File: config.mk
export PLATFORM = sky130hd
export DESIGN_NAME = uart_rx_flat
export DESIGN_NICKNAME = d
export VERILOG_FILES = /design/src/rtl/uart_rx_pkg.sv /design/src/rtl/uart_rx_if.sv /design/src/rtl/uart_rx_sampler.sv /design/src/rtl/uart_rx.sv /design/src/flat_wrapper.sv
export SDC_FILE = /design/constraint.sdc
export NUM_CORES = 1
export LEC_CHECK = 0
export ABC_CLOCK_PERIOD_IN_PS = 7400
export CAP_MARGIN = 20
export CORE_MARGIN = 3
export CORE_UTILIZATION = 35
export CTS_CLUSTER_DIAMETER = 120
export DETAILED_ROUTE_END_ITERATION = 12
export PLACE_DENSITY = 0.57
export SYNTH_ARGS = -nofsm -noshare
export SYNTH_HDL_FRONTEND = slang
export SYNTH_SLANG_ARGS = --single-unit
File: constraint.sdc
create_clock -name CLK -period 7.4 [get_ports CLK]
set_input_delay 2.22 -clock CLK [delete_from_list [all_inputs] [get_ports CLK]]
set_output_delay 2.22 -clock CLK [all_outputs]
set_load 0.01 [all_outputs]
File: src/rtl/uart_rx_pkg.sv
// Shared types and constants for the oversampling UART receiver.
package uart_rx_pkg;

  localparam int DEFAULT_DATA_WIDTH = 8;

  localparam logic [5:0] PRESCALE_8  = 6'd8;
  localparam logic [5:0] PRESCALE_16 = 6'd16;
  localparam logic [5:0] PRESCALE_32 = 6'd32;

  typedef enum logic {
    EVEN = 1'b0,
    ODD  = 1'b1
  } parity_t;

  typedef enum logic [2:0] {
    IDLE   = 3'd0,
    START  = 3'd1,
    DATA   = 3'd2,
    PARITY = 3'd3,
    STOP   = 3'd4
  } rx_state_t;

  function automatic logic majority3(input logic a, input logic b, input logic c);
    return (a & b) | (a & c) | (b & c);
  endfunction

  // A prescale of 0 is stretched to 64 so a bit period never exceeds 64 cycles.
  function automatic logic [6:0] eff_prescale(input logic [5:0] p);
    return (p == 6'd0) ? 7'd64 : {1'b0, p};
  endfunction

endpackage

File: src/rtl/uart_rx_if.sv
// Serial input, frame configuration and received-byte outputs of the UART receiver.
interface uart_rx_if
  import uart_rx_pkg::*;
#(
  parameter int DATA_WIDTH = DEFAULT_DATA_WIDTH
) ();

  logic                  RX_IN;
  logic [5:0]            PRESCALE;
  logic                  PAR_EN;
  logic                  PAR_TYP;
  logic [DATA_WIDTH-1:0] P_DATA;
  logic                  DATA_VALID;
  logic                  PAR_ERR;
  logic                  STP_ERR;

  modport master (
    output RX_IN, PRESCALE, PAR_EN, PAR_TYP,
    input  P_DATA, DATA_VALID, PAR_ERR, STP_ERR
  );

  modport slave (
    input  RX_IN, PRESCALE, PAR_EN, PAR_TYP,
    output P_DATA, DATA_VALID, PAR_ERR, STP_ERR
  );

endinterface

File: src/rtl/uart_rx_sampler.sv
// Per-bit oversampling counter with a 2-of-3 majority vote around the bit centre.
module uart_rx_sampler
  import uart_rx_pkg::*;
(
  input  logic       clk,
  input  logic       rst,
  input  logic       run,
  input  logic [5:0] prescale,
  input  logic       rx,
  output logic       sampled_bit,
  output logic       sample_done,
  output logic       bit_end
);

  logic [6:0] edge_cnt;
  logic [6:0] p_eff;
  logic [6:0] half;
  logic [6:0] last_cnt;
  logic       smp_a;
  logic       smp_b;

  assign p_eff       = eff_prescale(prescale);
  assign half        = p_eff >> 1;
  assign last_cnt    = p_eff - 7'd1;
  assign sample_done = (edge_cnt == (half + 7'd2));
  // >= keeps the counter bounded even if the period shrinks under it.
  assign bit_end     = (edge_cnt >= last_cnt);

  // Position within the current bit period; held at zero while not running.
  always_ff @(posedge clk or posedge rst) begin
    if (rst) begin
      edge_cnt <= 7'd0;
    end else if (!run || bit_end) begin
      edge_cnt <= 7'd0;
    end else begin
      edge_cnt <= edge_cnt + 7'd1;
    end
  end

  // Capture three centre samples; the vote is registered on the third.
  always_ff @(posedge clk or posedge rst) begin
    if (rst) begin
      smp_a       <= 1'b1;
      smp_b       <= 1'b1;
      sampled_bit <= 1'b1;
    end else begin
      if (edge_cnt == (half - 7'd1)) begin
        smp_a <= rx;
      end
      if (edge_cnt == half) begin
        smp_b <= rx;
      end
      if (edge_cnt == (half + 7'd1)) begin
        sampled_bit <= majority3(smp_a, smp_b, rx);
      end
    end
  end

endmodule

File: src/rtl/uart_rx.sv
// UART receiver top: line synchronizer, frame FSM, deserializer, parity check
// and registered result strobes.
module uart_rx
  import uart_rx_pkg::*;
#(
  parameter int DATA_WIDTH = DEFAULT_DATA_WIDTH
) (
  input logic       CLK,
  input logic       RST,
  uart_rx_if.slave  bus
);

  localparam int CW = (DATA_WIDTH > 1) ? $clog2(DATA_WIDTH) : 1;
  localparam logic [CW-1:0] BIT_LAST = CW'(DATA_WIDTH - 1);

  logic                  rx_meta;
  logic                  rx_s;
  rx_state_t             state,        state_next;
  logic [CW-1:0]         bit_cnt,      bit_cnt_next;
  logic [DATA_WIDTH-1:0] shift,        shift_next;
  logic [DATA_WIDTH-1:0] p_data,       p_data_next;
  logic [5:0]            prescale_lat, prescale_next;
  logic                  par_en_lat,   par_en_next;
  parity_t               par_typ_lat,  par_typ_next;
  logic                  par_flag,     par_flag_next;
  logic                  data_valid,   data_valid_next;
  logic                  par_err,      par_err_next;
  logic                  stp_err,      stp_err_next;
  logic [5:0]            prescale_cur;
  logic                  run;
  logic                  sampled_bit;
  logic                  sample_done;
  logic                  bit_end;

  // Two-flop synchronizer for the asynchronous serial line; idles high.
  always_ff @(posedge CLK or posedge RST) begin
    if (RST) begin
      rx_meta <= 1'b1;
      rx_s    <= 1'b1;
    end else begin
      rx_meta <= bus.RX_IN;
      rx_s    <= rx_meta;
    end
  end

  // Live prescale only matters on the start-detect cycle; afterwards the frame uses the latched copy.
  assign prescale_cur = (state == IDLE) ? bus.PRESCALE : prescale_lat;
  assign run          = (state_next != IDLE);

  uart_rx_sampler u_sampler (
    .clk         (CLK),
    .rst         (RST),
    .run         (run),
    .prescale    (prescale_cur),
    .rx          (rx_s),
    .sampled_bit (sampled_bit),
    .sample_done (sample_done),
    .bit_end     (bit_end)
  );

  // State, datapath and output registers.
  always_ff @(posedge CLK or posedge RST) begin
    if (RST) begin
      state        <= IDLE;
      bit_cnt      <= '0;
      shift        <= '0;
      p_data       <= '0;
      prescale_lat <= PRESCALE_16;
      par_en_lat   <= 1'b0;
      par_typ_lat  <= EVEN;
      par_flag     <= 1'b0;
      data_valid   <= 1'b0;
      par_err      <= 1'b0;
      stp_err      <= 1'b0;
    end else begin
      state        <= state_next;
      bit_cnt      <= bit_cnt_next;
      shift        <= shift_next;
      p_data       <= p_data_next;
      prescale_lat <= prescale_next;
      par_en_lat   <= par_en_next;
      par_typ_lat  <= par_typ_next;
      par_flag     <= par_flag_next;
      data_valid   <= data_valid_next;
      par_err      <= par_err_next;
      stp_err      <= stp_err_next;
    end
  end

  // Next-state and datapath decisions for the frame FSM.
  always_comb begin
    state_next      = state;
    bit_cnt_next    = bit_cnt;
    shift_next      = shift;
    p_data_next     = p_data;
    prescale_next   = prescale_lat;
    par_en_next     = par_en_lat;
    par_typ_next    = par_typ_lat;
    par_flag_next   = par_flag;
    data_valid_next = 1'b0;
    par_err_next    = 1'b0;
    stp_err_next    = 1'b0;

    case (state)
      IDLE: begin
        if (!rx_s) begin
          state_next    = START;
          bit_cnt_next  = '0;
          par_flag_next = 1'b0;
          prescale_next = bus.PRESCALE;
          par_en_next   = bus.PAR_EN;
          par_typ_next  = parity_t'(bus.PAR_TYP);
        end else begin
          state_next = IDLE;
        end
      end

      START: begin
        if (sample_done && sampled_bit) begin
          state_next = IDLE;
        end else if (bit_end) begin
          state_next   = DATA;
          bit_cnt_next = '0;
        end else begin
          state_next = START;
        end
      end

      DATA: begin
        if (sample_done) begin
          shift_next = {sampled_bit, shift[DATA_WIDTH-1:1]};
        end else begin
          shift_next = shift;
        end
        if (bit_end && (bit_cnt == BIT_LAST)) begin
          state_next   = par_en_lat ? PARITY : STOP;
          bit_cnt_next = '0;
        end else if (bit_end) begin
          bit_cnt_next = bit_cnt + CW'(1);
        end else begin
          bit_cnt_next = bit_cnt;
        end
      end

      PARITY: begin
        if (sample_done) begin
          par_flag_next = sampled_bit ^ (^shift) ^ (par_typ_lat == ODD);
        end else begin
          par_flag_next = par_flag;
        end
        if (bit_end) begin
          state_next = STOP;
        end else begin
          state_next = PARITY;
        end
      end

      // bit_end is a fallback that only fires first for unsupported prescales.
      STOP: begin
        if (sample_done || bit_end) begin
          state_next   = IDLE;
          stp_err_next = ~sampled_bit;
          par_err_next = par_flag;
          if (sampled_bit && !par_flag) begin
            data_valid_next = 1'b1;
            p_data_next     = shift;
          end else begin
            data_valid_next = 1'b0;
          end
        end else begin
          state_next = STOP;
        end
      end

      default: begin
        state_next = IDLE;
      end
    endcase
  end

  assign bus.P_DATA     = p_data;
  assign bus.DATA_VALID = data_valid;
  assign bus.PAR_ERR    = par_err;
  assign bus.STP_ERR    = stp_err;

endmodule

File: src/flat_wrapper.sv
// flat-port wrapper written by rule: the top's interface ports become plain ports
module uart_rx_flat import uart_rx_pkg::*;
#(
  parameter int DATA_WIDTH = DEFAULT_DATA_WIDTH
)
  (CLK, RST, bus_RX_IN, bus_PRESCALE, bus_PAR_EN, bus_PAR_TYP, bus_P_DATA, bus_DATA_VALID, bus_PAR_ERR, bus_STP_ERR);
  uart_rx_if #(.DATA_WIDTH(DATA_WIDTH)) bus_i ();
  input logic CLK;
  input logic RST;
  input wire logic [$bits(bus_i.RX_IN)-1:0] bus_RX_IN;
  input wire logic [$bits(bus_i.PRESCALE)-1:0] bus_PRESCALE;
  input wire logic [$bits(bus_i.PAR_EN)-1:0] bus_PAR_EN;
  input wire logic [$bits(bus_i.PAR_TYP)-1:0] bus_PAR_TYP;
  output wire logic [$bits(bus_i.P_DATA)-1:0] bus_P_DATA;
  output wire logic [$bits(bus_i.DATA_VALID)-1:0] bus_DATA_VALID;
  output wire logic [$bits(bus_i.PAR_ERR)-1:0] bus_PAR_ERR;
  output wire logic [$bits(bus_i.STP_ERR)-1:0] bus_STP_ERR;
  assign bus_i.RX_IN = bus_RX_IN;
  assign bus_i.PRESCALE = bus_PRESCALE;
  assign bus_i.PAR_EN = bus_PAR_EN;
  assign bus_i.PAR_TYP = bus_PAR_TYP;
  assign bus_P_DATA = bus_i.P_DATA;
  assign bus_DATA_VALID = bus_i.DATA_VALID;
  assign bus_PAR_ERR = bus_i.PAR_ERR;
  assign bus_STP_ERR = bus_i.STP_ERR;
  uart_rx #(.DATA_WIDTH(DATA_WIDTH)) u_core (.CLK(CLK), .RST(RST), .bus(bus_i));
endmodule
==> results.toml, run 1 <==
[run_status]
status = "finished clean"

[synth]
syn-cell-area_sq_um = 2920
synth_nets = 319
yosysSeqAreaShare = 0.397
synth_edf_count = 0
ys_types = 52
avgSynthCellArea_sq_um = 10.0
synthArstFlopShare = 1.00
netlist_instances = 291
yosysWarningCount = 0
yosys_most_used_dff = "dfrtp_1"
synth-seq-cells = 46

[place]
io_buffers = 21
place_congestion = 0.920
hpwl_um = 4560
place_area_sq_um = 3220

[timing]
finalCritPeriodShare = 0.865
setup_viol = 0
rsz0062_at_grt = "false"
fin_skew_ps = 12.5
hold_viol = 0
maxSlewHeadroom = 0.442
tns_ps = 0
final_max_slew_viol_count = 0
fin_crit_ps = 6400
worst_pin_slew_ps = 834
fmax_ghz = 0.156

[drt]
avgViaCountPerCell = 5.16
num_vias = 2135
drc_errors = 0
wl_per_cell_um = 14.6
dr.pass1.iters = 4
wirelength_um = 6050
ant_nets = 0
drt_iter0_drc = 108

[global_route]
grt_pass1_vias = 2091
grt_pass1_wl_um = 10500
grt_util_all_layers = 0.135
grt_antenna_before_repair = 0
grt_start_max_net_pins = 47
overflow = 0

[setup_path]
crit_chain = "clkdlybuf4s50_1 -> nor4b_1 -> nor2_1 -> ha_1 -> a21oi_1 -> inv_1 -> ha_1 -> nand3_1 -> nor2_1 -> xor2_1 -> ha_1 -> a2111oi_0 -> o21ai_0 -> and2_1 -> o21ai_2 -> mux2_2"
critical_path_class = "input port to flop"
crit_slowest_cell = "nor4b_1"
cp_max_fo = 9
reg2reg_slack_ps = 2750
reg2regPathDepth = 15
endpoint_kind = "flop"
cp_common_cell = "ha_1"
crit_path_start_kind = "input port"
crit_arrival_ps = 6590
reg2reg_from = "u_core.state[1]"
slowest_delay_ps = 490
crit_required_ps = 7580
critPathTopFamily = "compound AO/OA/AOI/OAI gates"
worstReg2RegEnd = "u_core.bus.P_DATA[6]"
critPathLaunch = "bus_PRESCALE[1]"
crit_buf_inv = 2

[power]
leakage_nw = 1.50
powerDensity_nw_per_um2 = 428
power_mw = 1.43
irDropWorstVdd_mv = 0.134

[cells_and_area]
seqCellArea_sq_um = 1160
mostFrequentLayoutCells = "nand2_1, dfrtp_1, xnor2_1, mux2_2, clkdlybuf4s50_1"
area_delta_synth_final_pct = 15.0
antenna_cells = 0
fin_area_sq_um = 3350
multi_input_area_sq_um = 1660
layout.nets = 339
fillerInstances = 791
layout-drive-gt1-share = 0.144

[clocking]
postCtsHoldBufs = 0
cts-root-buf = "clkbuf_8"
cts_resized = 0
clock-sinks = 46
post-cts-setup-buffer-count = 0
clkLatencyLatePin_ps = 290
cts_tree = "done"
clk_path_buf_depth = 2
h-tree-depth = 2
clk_pin_slew_ps = 100
cts-buffers-inserted = 5

[run]
drv_cap = 0

[floorplanning]
dieArea_sq_um = 9470
pin_count = 22
rows = 32
core_sq_um = 7930
start_util = 0.368
die_h_um = 97.3
die_w_um = 97.3

[hold_path]
worstHoldPathCells = 0
worstHoldStart = "u_core.rx_meta"
min_path_type = "flop to flop"
whs_endpoint = "u_core.rx_s"
-- cell families (layout without fill, tap and decap cells) --
logic type / after synthesis / in the layout / synth area share
AOI/OAI and AO/OA: 33 / 33 / 0.0819
xor gates and xnor gates: 37 / 37 / 0.127
adders and majority gates: 18 / 18 / 0.0763
buffers and inverters: 26 / 47 / 0.0352
DFF: 46 / 46 / 0.397
muxes: 30 / 30 / 0.112
and+or+nand+nor: 101 / 101 / 0.170
-- Yosys cell counts, drive strengths merged, types with 2 or more instances --
cell | number | area [sq um]
nor2 | 19 | 71.3
or3 | 2 | 12.5
inv | 17 | 63.8
xor2 | 9 | 78.8
and2 | 3 | 18.8
nand2 | 40 | 150
nor3 | 9 | 67.6
xnor2 | 26 | 246
o211ai | 2 | 20.0
nand4 | 4 | 25.0
and3 | 2 | 12.5
mux2 | 21 | 236
o21ai | 8 | 43.8
a21oi | 9 | 45.0
nand3 | 7 | 35.0
ha | 17 | 213
clkbuf | 7 | 26.3
mux2i | 9 | 90.1
dfstp | 6 | 158
dfrtp | 40 | 1000
a41oi | 2 | 25.0
buf | 2 | 12.5
nor4 | 5 | 31.3
nand2b | 3 | 18.8
-- flip-flops by register name (all words and copies together), names as in the netlist --
register and flops:
u_core.u_sampler.sampled_bit 1, u_core.state 3, u_core.par_en_lat 1, u_core.shift 8
u_core.par_typ_lat 1, u_core.bit_cnt 3, u_core.bus.STP_ERR 1, u_core.bus.DATA_VALID 1
u_core.u_sampler.smp_b 1, u_core.u_sampler.edge_cnt 7, u_core.prescale_lat 6, u_core.par_flag 1
u_core.bus.P_DATA 8, u_core.u_sampler.smp_a 1, u_core.bus.PAR_ERR 1, u_core.rx_s 1
u_core.rx_meta 1
-- power breakdown --
group	leakage, nW	switching (mW)	internal, mW
combinational	0.841	0.473	0.358
sequential	0.599	0.0903	0.317
clock	0.0563	0.0936	0.103
-- worst register-to-register path: stages (launching register included) --
cell and delay (ps):
dfrtp_1 540, nor4b_1 600, nor2_1 160, ha_1 300
a21oi_1 340, inv_1 120, ha_1 240, nand3_1 110
nor2_1 70, xor2_1 150, ha_1 220, a2111oi_0 330
o21ai_0 260, and2_1 260, o21ai_2 450, mux2_2 400
-- worst max path at each step --
stage | end | slack (ps) | cells after the start
floorplan | u_core.bus.P_DATA[0] | 1810 | 15
global placement | u_core.bus.P_DATA[5] | 900 | 16
detailed placement | u_core.bus.P_DATA[4] | 690 | 16
CTS | u_core.bus.P_DATA[0] | 1020 | 16
global route | u_core.bus.P_DATA[1] | 710 | 16
finish | u_core.bus.P_DATA[6] | 1000 | 16
-- routing by layer --
metal / routed length (um) / part of all wire / track usage / up-vias
li1: - / - / - / 1052
met1: 3090 / 0.51 / 0.205 / 1047
met2: 2710 / 0.45 / 0.202 / 32
met3: 192 / 0.032 / 0.0208 / 4
met4: 56 / 0.0093 / 0.0277 / 0
met5: 0 / 0 / 0 / -
-- area by class of cell --
class	count	area share
multi-input cells	219	0.494
flip-flops and latches	46	0.345
repair buffers	22	0.0686
well taps	102	0.0380
clock buffers	5	0.0205
inverters	17	0.0190
clock inverters	3	0.0145
-- per-stage QoR --
stage	cells	utilization	hold slack [ps]	worst slack (ps)
3_3_place_gp	405	0.406	347	896
4_1_cts	413	0.421	361	1020
2_1_floorplan	291	-	345	1810
6_report	414	0.423	360	999
3_5_place_dp	405	0.406	347	694
5_1_grt	414	0.423	372	707
Power figures use the tool's default switching activity.
==> inputs of run 2 (changes only) <==
Settings changed: CORE_UTILIZATION 35 to 55, PLACE_DENSITY 0.57 to 0.81.
==> results.toml, run 2 (synthesis results as in run 1) <==
[timing]
worst_pin_slew_ps = 918
fmax_ghz = 0.156
rsz0062_at_grt = "false"
setup_viol = 0
holdWs_ps = 358
fin_skew_ps = 8.12
hold_viol = 0
fin_crit_ps = 6390
maxSlewHeadroom = 0.387
setup_ws_ps = 1010
finalCritPeriodShare = 0.864
final_max_slew_viol_count = 0
tns_ps = 0

[setup_path]
crit_required_ps = 7600
crit_arrival_ps = 6590
cp_common_cell = "ha_1"
slowest_delay_ps = 500
crit_chain = "clkdlybuf4s50_1 -> nor4b_1 -> nor2_1 -> ha_1 -> a21oi_1 -> inv_1 -> ha_1 -> nand3_1 -> nor2_1 -> xor2_1 -> ha_1 -> a2111oi_0 -> o21ai_0 -> and2_1 -> o21ai_2 -> mux2_2"
endpoint_kind = "flop"
reg2reg_from = "u_core.state[2]"
cp.depth = 16
crit_buf_inv = 2
reg2regPathDepth = 15
worstReg2RegEnd = "u_core.bus.P_DATA[6]"
crit_path_start_kind = "input port"
cp_max_fo = 9
critical_path_class = "input port to flop"
crit_slowest_cell = "nor4b_1"
critPathTopFamily = "compound AO/OA/AOI/OAI gates"
reg2reg_slack_ps = 2750

[floorplanning]
dieArea_sq_um = 6210
core_sq_um = 4910
pin_count = 22
die_h_um = 78.8
die_w_um = 78.8
start_util = 0.594
rows = 25

[hold_path]
worstHoldPathCells = 0
whs_endpoint = "u_core.rx_s"
worstHoldStart = "u_core.rx_meta"
min_path_type = "flop to flop"

[clocking]
cts-buffers-inserted = 5
cts_resized = 0
clk_path_buf_depth = 2
cts_tree = "done"
h-tree-depth = 2
cts-root-buf = "clkbuf_8"
postCtsHoldBufs = 0
clock-sinks = 46
clk_pin_slew_ps = 90
clkLatencyLatePin_ps = 310
post-cts-setup-buffer-count = 0

[power]
powerDensity_nw_per_um2 = 429
leakage_nw = 1.47
irDropWorstVdd_mv = 0.233

[global_route]
grt_start_max_net_pins = 47
overflow = 0
grt_pass1_wl_um = 10400
grt_antenna_before_repair = 0
grt_util_all_layers = 0.213
grt_pass1_vias = 2178

[place]
hpwl_um = 4540
place_congestion = 0.936
place_ws_ps = 717
io_buffers = 21

[drt]
dr.pass1.iters = 4
wirelength_um = 6040
drt_iter0_drc = 138
ant_nets = 0
avgViaCountPerCell = 5.83
wl_per_cell_um = 16.0
drc_errors = 0
num_vias = 2204

[cells_and_area]
antenna_cells = 0
layout-drive-gt1-share = 0.141
layout.nets = 338
fillerInstances = 404
mostFrequentLayoutCells = "nand2_1, dfrtp_1, xnor2_1, mux2_2, clkdlybuf4s50_1"
fin_util = 0.665
area_delta_synth_final_pct = 11.9

[run]
drv_cap = 0

[run_status]
status = "finished clean"
[run 2: worst max-delay path by stage]
stage	from	slack [ps]	to
final	bus_PRESCALE[1]	1010	u_core.bus.P_DATA[6]
after global routing	bus_PRESCALE[1]	560	u_core.bus.P_DATA[6]
after CTS	bus_PRESCALE[1]	1020	u_core.bus.P_DATA[6]
after detailed placement	bus_PRESCALE[1]	720	u_core.bus.P_DATA[6]
after global placement	bus_PRESCALE[1]	920	u_core.bus.P_DATA[6]
after floorplan	bus_PRESCALE[1]	1810	u_core.bus.P_DATA[0]
[run 2: layout make-up]
type | count | area (sq um) | share of cell area
clock buffers | 5 | 68.8 | 0.0211
inverters | 17 | 63.8 | 0.0195
flip-flops and latches | 46 | 1160 | 0.355
well taps | 67 | 83.8 | 0.0257
repair buffers | 21 | 210 | 0.0644
clock inverters | 3 | 23.8 | 0.00728
multi-input cells | 219 | 1660 | 0.507
[run 2: per-stage QoR]
stage               instances  instance area (sq um)  total power, mW
floorplan                 291                   2920             1.06
global placement          370                   3170             1.21
detailed placement        370                   3170             1.23
CTS                       378                   3270             1.40
global route              378                   3270             1.52
finish                    378                   3270             1.40
[run 2: routing by layer]
metal	routed length, um	vias to the layer above	global-route usage
met2	2930	48	0.346
met5	0	-	0
met1	2720	1100	0.283
met4	53	0	0.0447
li1	-	1050	-
met3	341	6	0.0658
[run 2: power by group]
part / switching [mW] / internal (mW) / total (mW) / leakage (nW)
sequential: 0.0878 / 0.317 / 0.404 / 0.599
combinational: 0.481 / 0.357 / 0.838 / 0.831
clock: 0.0921 / 0.0676 / 0.160 / 0.0408
==> inputs of run 3 (changes only) <==
Settings changed: GPL_TIMING_DRIVEN from default to 0, PLACE_DENSITY 0.81 to 0.76, RECOVER_POWER from default to 100.
==> results.toml, run 3 (synthesis results as in run 1) <==
[timing]
worst_pin_slew_ps = 1520
maxSlewHeadroom = -0.0151
holdWs_ps = 361
setup_ws_ps = 639
fmax_ghz = 0.148
fin_crit_ps = 6760
fin_skew_ps = 4.95
hold_viol = 0
finalCritPeriodShare = 0.914
rsz0062_at_grt = "false"
setup_viol = 0
tns_ps = 0
final_max_slew_viol_count = 31

[clocking]
post-cts-setup-buffer-count = 0
clkLatencyLatePin_ps = 310
cts_tree = "done"
h-tree-depth = 2
clk_pin_slew_ps = 90
clock-sinks = 46
cts-buffers-inserted = 5
postCtsHoldBufs = 0
cts_resized = 0
cts-root-buf = "clkbuf_8"
clk_path_buf_depth = 2

[power]
irDropWorstVdd_mv = 0.242
leakage_nw = 1.52
powerDensity_nw_per_um2 = 426

[global_route]
overflow = 0
grt_start_max_net_pins = 31
gr-usage-met1 = 0.294
use_met3 = 0.0431
grt_util_met2 = 0.311
grt_util_all_layers = 0.208
grt_pass1_vias = 2134
grt_antenna_before_repair = 0
busiest_layer = "met2"
grt_pass1_wl_um = 9960

[cells_and_area]
layout.nets = 348
area_delta_synth_final_pct = 12.7
mostFrequentLayoutCells = "nand2_1, dfrtp_1, xnor2_1, mux2_2, dlygate4sd3_1"
layout-drive-gt1-share = 0.131
final_cells = 388
fillerInstances = 398
antenna_cells = 0
fin_area_sq_um = 3290

[run]
drv_cap = 1

[place]
dpl.cell_count = 380
place_congestion = 0.959
hpwl_um = 4470
place_ws_ps = 469
io_buffers = 21
place_area_sq_um = 3230

[setup_path]
endpoint_kind = "flop"
crit_required_ps = 7600
reg2reg_slack_ps = 2350
crit_arrival_ps = 6960
critical_path_class = "input port to flop"
cp_max_fo = 9
crit_path_start_kind = "input port"

[drt]
avgViaCountPerCell = 5.64
wl_per_cell_um = 15.2
wirelength_um = 5890
num_vias = 2187
ant_nets = 0
drc_errors = 0
drt_iter0_drc = 69
dr.pass1.iters = 4

[floorplanning]
dieArea_sq_um = 6210
pin_count = 22
die_w_um = 78.8
die_h_um = 78.8
rows = 25
start_util = 0.594
core_sq_um = 4910

[hold_path]
min_path_type = "flop to flop"

[run_status]
status = "finished with violations"
violations = "capacitance limit, slew limit"
run 3: worst max-delay path, cell delays in order:
cell	delay (ps)
dlygate4sd3_1	540
nor4b_1	570
nor2_1	180
ha_1	320
a21oi_1	330
inv_1	110
ha_1	240
nand3_1	110
nor2_1	70
xor2_1	160
ha_1	230
a2111oi_0	340
o21ai_0	320
and2_0	310
o21ai_2	500
mux2_2	410
run 3: layout make-up:
type | count | area, sq um | area share
multi-input cells | 219 | 1640 | 0.499
flip-flops and latches | 46 | 1160 | 0.352
repair buffers | 22 | 214 | 0.0651
well taps | 67 | 83.8 | 0.0255
clock buffers | 5 | 68.8 | 0.0209
inverters | 17 | 63.8 | 0.0194
plain buffers | 9 | 35.0 | 0.0107
clock inverters | 3 | 23.8 | 0.00723
run 3: routing by layer:
metal	wire length [um]	up-vias
met1	2880	1041
met4	91	0
li1	-	1076
met2	2640	59
met3	280	11
met5	0	-
run 3: worst paths after layout:
| check | cells after the start | end | start |
|---|---|---|---|
| setup / recovery | 16 | u_core.bus.P_DATA[0] | bus_PRESCALE[1] |
| hold / removal | 0 | u_core.rx_s | u_core.rx_meta |
| setup reg to reg | 16 | u_core.bus.P_DATA[0] | u_core.state[1] |
| hold reg to reg | 0 | u_core.rx_s | u_core.rx_meta |
| max in group asynchronous | 3 | u_core.prescale_lat[5] | RST |
| min in group asynchronous | 2 | u_core.bit_cnt[0] | RST |
run 3: metrics by stage:
step / utilization / total power [mW]
floorplan: - / 1.06
global placement: 0.654 / 1.22
detailed placement: 0.658 / 1.25
CTS: 0.677 / 1.42
global route: 0.670 / 1.53
finish: 0.670 / 1.40
run 3: power breakdown:
group          switching (mW)  internal, mW  total [mW]
clock                  0.0942        0.0676       0.162
combinational           0.504         0.359       0.863
sequential             0.0602         0.317       0.377
